--- src/rtl/hazard_ctrl.sv ---
// hazard_ctrl: pipeline interlock for load-use, redirect and data-memory stalls, with a wait timeout and saturating stall/flush counters.
module hazard_ctrl #(
  parameter int TIMEOUT = 255
) (
  input  logic        clk,
  input  logic        reset,
  input  logic [4:0]  id_rs1,
  input  logic [4:0]  id_rs2,
  input  logic        id_use_rs1,
  input  logic        id_use_rs2,
  input  logic [4:0]  ex_rd,
  input  logic        ex_is_load,
  input  logic        ex_reg_wb,
  input  logic        ex_redirect,
  input  logic        mem_req,
  input  logic        mem_ack,
  output logic        pc_hold,
  output logic        if_id_hold,
  output logic        id_ex_hold,
  output logic        ex_mem_hold,
  output logic        if_id_flush,
  output logic        id_ex_bubble,
  output logic        mem_timeout,
  output logic [1:0]  state,
  output logic [15:0] stall_cnt,
  output logic [15:0] flush_cnt
);
  typedef enum logic [1:0] {RUN = 2'd0, MEM_WAIT = 2'd1, BAD = 2'd2, ERROR = 2'd3} state_t;
  localparam logic [7:0] LIMIT = 8'(TIMEOUT);
  state_t cur, nxt;
  logic [7:0] wait_cnt, wait_nxt;
  logic err, load_use, mem_stall, freeze;
  assign load_use = ex_is_load & ex_reg_wb & (ex_rd != 5'd0) &
                    ((id_use_rs1 & (id_rs1 == ex_rd)) | (id_use_rs2 & (id_rs2 == ex_rd)));
  assign mem_stall = mem_req & ~mem_ack;
  // freeze: whole pipe held; the unused encoding behaves like ERROR
  assign freeze = (cur == RUN) ? mem_stall : (cur == MEM_WAIT) ? ~mem_ack : 1'b1;
  assign if_id_flush = ~freeze & ex_redirect;
  assign id_ex_bubble = ~freeze & (ex_redirect | load_use);
  assign pc_hold = freeze | (~ex_redirect & load_use);
  assign if_id_hold = pc_hold;
  assign id_ex_hold = freeze;
  assign ex_mem_hold = freeze;
  assign mem_timeout = err;
  assign state = cur;
  always_comb begin
    nxt = ERROR;
    wait_nxt = wait_cnt;
    if (cur == RUN) begin
      nxt = mem_stall ? MEM_WAIT : RUN;
      wait_nxt = mem_stall ? 8'd1 : 8'd0;
    end else if (cur == MEM_WAIT) begin
      nxt = mem_ack ? RUN : (wait_cnt == LIMIT) ? ERROR : MEM_WAIT;
      wait_nxt = mem_ack ? 8'd0 : wait_cnt + 8'd1;
    end
  end
  always_ff @(posedge clk or negedge reset) begin
    if (!reset) begin
      cur <= RUN;
      wait_cnt <= '0;
      err <= 1'b0;
      stall_cnt <= '0;
      flush_cnt <= '0;
    end else begin
      cur <= nxt;
      wait_cnt <= wait_nxt;
      err <= err | (nxt == ERROR);
      if (pc_hold && ~&stall_cnt) stall_cnt <= stall_cnt + 16'd1;
      if (if_id_flush && ~&flush_cnt) flush_cnt <= flush_cnt + 16'd1;
    end
  end
endmodule

--- config.mk ---
export PLATFORM = sky130hd
export DESIGN_NAME = hazard_ctrl
export DESIGN_NICKNAME = d
export VERILOG_FILES = /design/src/rtl/hazard_ctrl.sv
export SDC_FILE = /design/constraint.sdc
export NUM_CORES = 1
export LEC_CHECK = 0
export ABC_AREA = 1
export CAP_MARGIN = 30
export CORE_MARGIN = 5
export CORE_UTILIZATION = 51
export CTS_BUF_LIST = sky130_fd_sc_hd__clkbuf_4
export CTS_CLUSTER_SIZE = 16
export DETAILED_ROUTE_END_ITERATION = 6
export GPL_TIMING_DRIVEN = 0
export PLACE_DENSITY = 0.79
export SLEW_MARGIN = 20
export SYNTH_ARGS = -nofsm -noshare
export SYNTH_HDL_FRONTEND = slang
export SYNTH_SLANG_ARGS = --single-unit
export TNS_END_PERCENT = 5
--- constraint.sdc ---
create_clock -name clk -period 1.7 [get_ports clk]
set_clock_uncertainty 0.15 [all_clocks]
set_input_delay 0.255 -clock clk [delete_from_list [all_inputs] [get_ports clk]]
set_output_delay 0.255 -clock clk [all_outputs]
set_load 0.01 [all_outputs]
==> impl_metrics.ini, run 1 <==
[cells_and_area]
area_delta_synth_final_pct = 33.9
nNetsFinal = 453
final_area_um2 = 3570
final_cells = 497
antenna_cells = 0
multi_input_area_um2 = 1430
layout_commonest_cell = nand2_1
register_area_um2 = 1090
fillers = 436
layout-drive-gt1-share_pct = 20.6
mostFrequentLayoutCells = 103 x nand2_1, 47 x dlygate4sd2_1, 40 x inv_1

[synthesis]
yosysTopAreaCellShare_pct = 40.3
syn_nets = 373
synth.avg_cell_area_um2 = 7.71
synth-seq-cells = 43
synthTopCellsByArea = dfrtp_1 40%, nand2_1 15%, nand3_1 6.9%, inv_1 6.5%, xor2_1 4.9%
yosys.area.top_type = dfrtp_1
yosysUniqueCellTypes = 31
ys_seq_area_share_pct = 40.3
ys_warn_count = 0
synth_cells = 346
syn_area_um2 = 2670

[pwr]
leakagePower_nw = 1.88
irDropWorstVdd_uv = 339
power_density_nw_per_um2 = 462

[timing]
finalHoldViolCount = 0
final.setup.worst_slack_ns = -0.232
tns_ns = -1.23
slew-limit-headroom_pct = 77.2
final.min_clock_period_ns = 1.93
tightest_slew_ns = 0.342
finalMaxSlewViolations = 0
max_freq_ghz = 0.518
rsz0062_at_grt = yes
report.final.setup_viol = 20
fin_hold_ws_ns = 0.154
finalCritPeriodShare_pct = 114

[clock_network]
tritoncts = done
cts_buffer_depth = 2
clock-sinks = 43
clkTransAtPathRegs_ns = 0.14
clock_latency_ns = 0.36
root_buffer = clkbuf_4
cts_buffers = 5
h-tree-depth = 2

[routing]
via_per_inst = 5.05
drc = 0
wirelength_mm = 6.49
routedWlPerCell_um = 13.1
ant_nets = 0
vias = 2509
first_pass_iters = 4
first_iter_violations = 116

[worst_setup_path]
cp.arrival_ns = 1.53
setup.worst_path.end_class = primary output
criticalPathCategory = reg -> out
critPathRequiredTime_ns = 1.29
rr_worst_depth = 7
r2r_slack_ns = -0.06
path_max_fanout = 4
start_kind = flop

[floorplan]
die_h_um = 82.3
core_area_um2 = 5110
die_w_um = 82.3
io_pins = 65
initial_core_util_pct = 52.3
die-area_um2 = 6780
placementRows = 26

[place]
placed_area_um2 = 3410
dp_hpwl_mm = 4.84
place_ws_ns = -1.03
dp_cells = 481
gp_congestion = 0.817
port_buffers = 64

[global_route]
grt_usage_pct = 21.0
grt_antenna_before_repair = 0
grt_pass1_wl_mm = 11.1
grt_max_degree = 31
overflow = 0
grt_pass1_vias = 2492

[status]
violations = setup timing
status = complete, but fails checks

[hold_path]
worstHoldPathType = in -> async

[run]
maxCapViolCount = 0
==> cells by family after synthesis <==
logic type                 Yosys count  synth area share, %
and+or+nand+nor                    202                 37.0
buffers and inverters               54                 8.77
DFF                                 43                 40.3
xor gates and xnor gates            25                 8.49
AOI/OAI and AO/OA                   19                 3.99
adders and majority gates            3                 1.41
==> path summary, 6_finish.rpt <==
check	from	to
setup / recovery	state[1]$_DFF_PN0_	pc_hold
hold / removal	reset	stall_cnt[9]$_DFFE_PN0P_
setup reg to reg	stall_cnt[1]$_DFFE_PN0P_	stall_cnt[15]$_DFFE_PN0P_
hold reg to reg	wait_cnt[7]$_DFFE_PN0P_	wait_cnt[7]$_DFFE_PN0P_
max in group asynchronous	reset	flush_cnt[0]$_DFFE_PN0P_
min in group clk	wait_cnt[7]$_DFFE_PN0P_	wait_cnt[7]$_DFFE_PN0P_
==> per-stage QoR <==
stage	utilization, %	power, mW
finish	70.0	1.65
global route	70.0	1.73
CTS	68.6	1.68
detailed placement	66.8	1.17
global placement	66.5	1.16
floorplan	-	1.08
==> cell type report <==
type / count / area share (%)
multi-input cells: 249 / 40.0
repair buffers: 73 / 18.3
clock buffers: 6 / 1.26
inverters: 47 / 5.01
flip-flops and latches: 43 / 30.5
clock inverters: 2 / 0.350
well taps: 70 / 2.45
plain buffers: 7 / 2.21
==> Yosys cell counts (all sizes together) <==
library cell and number:
xnor2 10, nand3 41, nor3 8, nand4 9, nand2 110, a21oi 4, xor2 15, a22oi 1
ha 3, inv 47, or2 1, buf 7, o22ai 2, o211ai 1, nor3b 1, nor2 32
dfrtp 43, o21ai 10, o32ai 1
==> metal layers <==
metal  GRT usage, %  vias to the layer above  routed length (um)
met1           26.7                     1204                2900
met5              0                        -                   0
li1               -                     1258                   -
met2           36.6                       43                3350
met3           3.69                        4                 201
met4           5.32                        0                  41
==> sequential cells by signal, indices dropped and copies added, names as in the netlist <==
name         flops
wait_cnt         8
flush_cnt       16
mem_timeout      1
state            2
stall_cnt       16
==> report_power, final <==
| group | internal [mW] | leakage (nW) | switching [mW] |
|---|---|---|---|
| clock | 0.176 | 0.0317 | 0.334 |
| combinational | 0.0557 | 1.35 | 0.0650 |
| sequential | 1.02 | 0.501 | 0 |
==> critical path, cell delays in order (launching register included) <==
cell,delay [ns]
dfrtp_2,0.47
nor2_2,0.10
nand3_2,0.10
nand3_4,0.11
inv_2,0.05
nand2_2,0.07
buf_6,0.11
buf_6,0.08
buf_6,0.09
==> repair_timing <==
action,4_1_cts,5_1_grt
setup buffers,6,1
pin swaps,11,3
gates resized for setup,98,20
hold endpoints to repair,43,0
hold buffers,1,0
endpoints found under the setup margin,68,42
(Power assumes the default switching activity.)
==> run 2, diff against run 1 <==
- REMOVE_ABC_BUFFERS: not set -> 1
- SKIP_LAST_GASP: not set -> 1
==> impl_metrics.ini, run 2 (synthesized netlist as in run 1, its figures left out) <==
[status]
status = complete, but fails checks
violations = setup timing

[timing]
tns_ns = -6.21
report.final.setup_viol = 68
max_freq_ghz = 0.531
final.min_clock_period_ns = 1.88
finalHoldViolCount = 0
finalMaxSlewViolations = 0
finalCritPeriodShare_pct = 111
slew-limit-headroom_pct = 73.7
rsz0062_at_grt = yes
tightest_slew_ns = 0.395
final.setup.worst_slack_ns = -0.183

[worst_setup_path]
reg2reg_from = stall_cnt[0]$_DFFE_PN0P_
rr_worst_depth = 7
r2r_slack_ns = -0.15
critPathRequiredTime_ns = 1.29
start_kind = flop
setup.worst_path.end_class = primary output
path_max_fanout = 8
reg2reg_to = stall_cnt[15]$_DFFE_PN0P_
critPathLaunch = state[1]$_DFF_PN0_
criticalPathCategory = reg -> out
cp.arrival_ns = 1.48

[run]
maxCapViolCount = 0

[cells_and_area]
mostFrequentLayoutCells = 101 x nand2_1, 42 x inv_1, 42 x clkdlybuf4s50_1
layout-drive-gt1-share_pct = 19.1
layout_commonest_cell = nand2_1
nNetsFinal = 461
final_cells = 505
top_regs = flush_cnt x16, stall_cnt x16, wait_cnt x8
fillers = 401
area_delta_synth_final_pct = 39.6
antenna_cells = 0

[floorplan]
die_h_um = 82.3
die-area_um2 = 6780
placementRows = 26
io_pins = 65
core_area_um2 = 5110
die_w_um = 82.3
initial_core_util_pct = 52.3

[pwr]
combPwrFrac_pct = 6.5
switching_share_pct = 20.8
leakagePower_nw = 1.86
irDropWorstVdd_uv = 449
switchingPower_mw = 0.408
power_density_nw_per_um2 = 527
p_clk_share_pct = 41.4
seq_power_share_pct = 52.1
intPower_mw = 1.56

[clock_network]
h-tree-depth = 2
cts_buffer_depth = 2
tritoncts = done
root_buffer = clkbuf_4
clkTransAtPathRegs_ns = 0.14
cts_buffers = 5
clock_latency_ns = 0.36
clock-sinks = 43

[place]
dp_cells = 474
gp_congestion = 0.784
dp_hpwl_mm = 4.69
port_buffers = 64

[routing]
via_per_inst = 4.96
first_iter_violations = 78
first_pass_iters = 4
ant_nets = 0
drc = 0
routedWlPerCell_um = 13.2
vias = 2505
wirelength_mm = 6.65

[global_route]
grt_pass1_wl_mm = 10.9
grt_usage_pct = 20.7
grt_antenna_before_repair = 0
grt_pass1_vias = 2475
grt_max_degree = 28
overflow = 0

[hold_path]
worstHoldPathType = in -> async
run 2: cell types whose count changed in the layout (fill, tap and decap cells not counted), sizes merged, moves of 2 or more:
cell / delta
dlygate4sd2: -35
clkdlybuf4s50: +34
buf: +6
bufinv: +2
dlymetal6s2s: +2
run 2: stage by stage:
step | hold slack [ns] | util [%] | setup WS, ns | total power, mW | cell area (um^2)
2_1_floorplan | -0.191 | - | -0.292 | 1.08 | 2610
3_3_place_gp | 0.294 | 65.4 | -1.27 | 1.16 | 3340
3_5_place_dp | 0.0503 | 65.7 | -1.29 | 1.17 | 3350
4_1_cts | 0.193 | 70.7 | -0.207 | 1.98 | 3610
5_1_grt | 0.218 | 73.0 | -0.264 | 2.04 | 3730
6_report | 0.189 | 73.0 | -0.183 | 1.96 | 3730
run 2: power by group through the flow:
stage	sequential (mW)	clock, mW	combinational [mW]
6_report	1.02	0.814	0.128
5_1_grt	1.02	0.875	0.144
4_1_cts	1.02	0.830	0.127
3_5_place_dp	1.04	0	0.128
3_3_place_gp	1.04	0	0.120
2_1_floorplan	1.04	0	0.0368
run 2: worst max path at each step:
stage	end	slack, ns
4_1_cts	id_ex_bubble	-0.21
6_report	if_id_flush	-0.18
5_1_grt	stall_cnt[15]$_DFFE_PN0P_	-0.26
3_3_place_gp	if_id_hold	-1.27
2_1_floorplan	stall_cnt[0]$_DFFE_PN0P_	-0.29
3_5_place_dp	if_id_hold	-1.29
run 2: critical path, stage by stage (launching register included):
cell and delay [ns]:
dfrtp_2 0.48, inv_4 0.12, nand3_4 0.12, nor2_4 0.15
clkdlybuf4s15_2 0.25
run 2: cell type report:
cell class              instances  area (um^2)  share of cell area [%]
inverters                      47          185                    4.97
multi-input cells             250         1450                    38.9
clock inverters                 2         60.1                    1.61
well taps                      70         87.6                    2.35
clock buffers                   6         45.0                    1.21
repair buffers                 87          818                    22.0
flip-flops and latches         43         1080                    29.0
run 2: layer usage:
metal | routed length [um] | vias up | part of all wire [%] | track usage (%)
met4 | 112 | 0 | 1.7 | 4.98
met2 | 3460 | 46 | 52 | 36.6
li1 | - | 1275 | - | -
met5 | 0 | - | 0 | 0
met1 | 2840 | 1173 | 43 | 25.6
met3 | 238 | 11 | 3.6 | 4.45
run 2: repair_timing:
action                                 in CTS  in global routing
buffers inserted                           13                  8
setup endpoints to repair                  71                 74
gates resized for setup                    54                 14
hold buffers                                1                  0
pin swaps                                  13                 13
gates cloned                                1                  0
endpoints found under the hold margin      40                  0
==> run 3, diff against run 2 <==
- CTS_CLUSTER_SIZE: 16 -> 12
- HOLD_SLACK_MARGIN: not set -> 0.15
==> results of run 3 <==
Same layout as run 2: the final DEF is identical, and so are final timing and power.
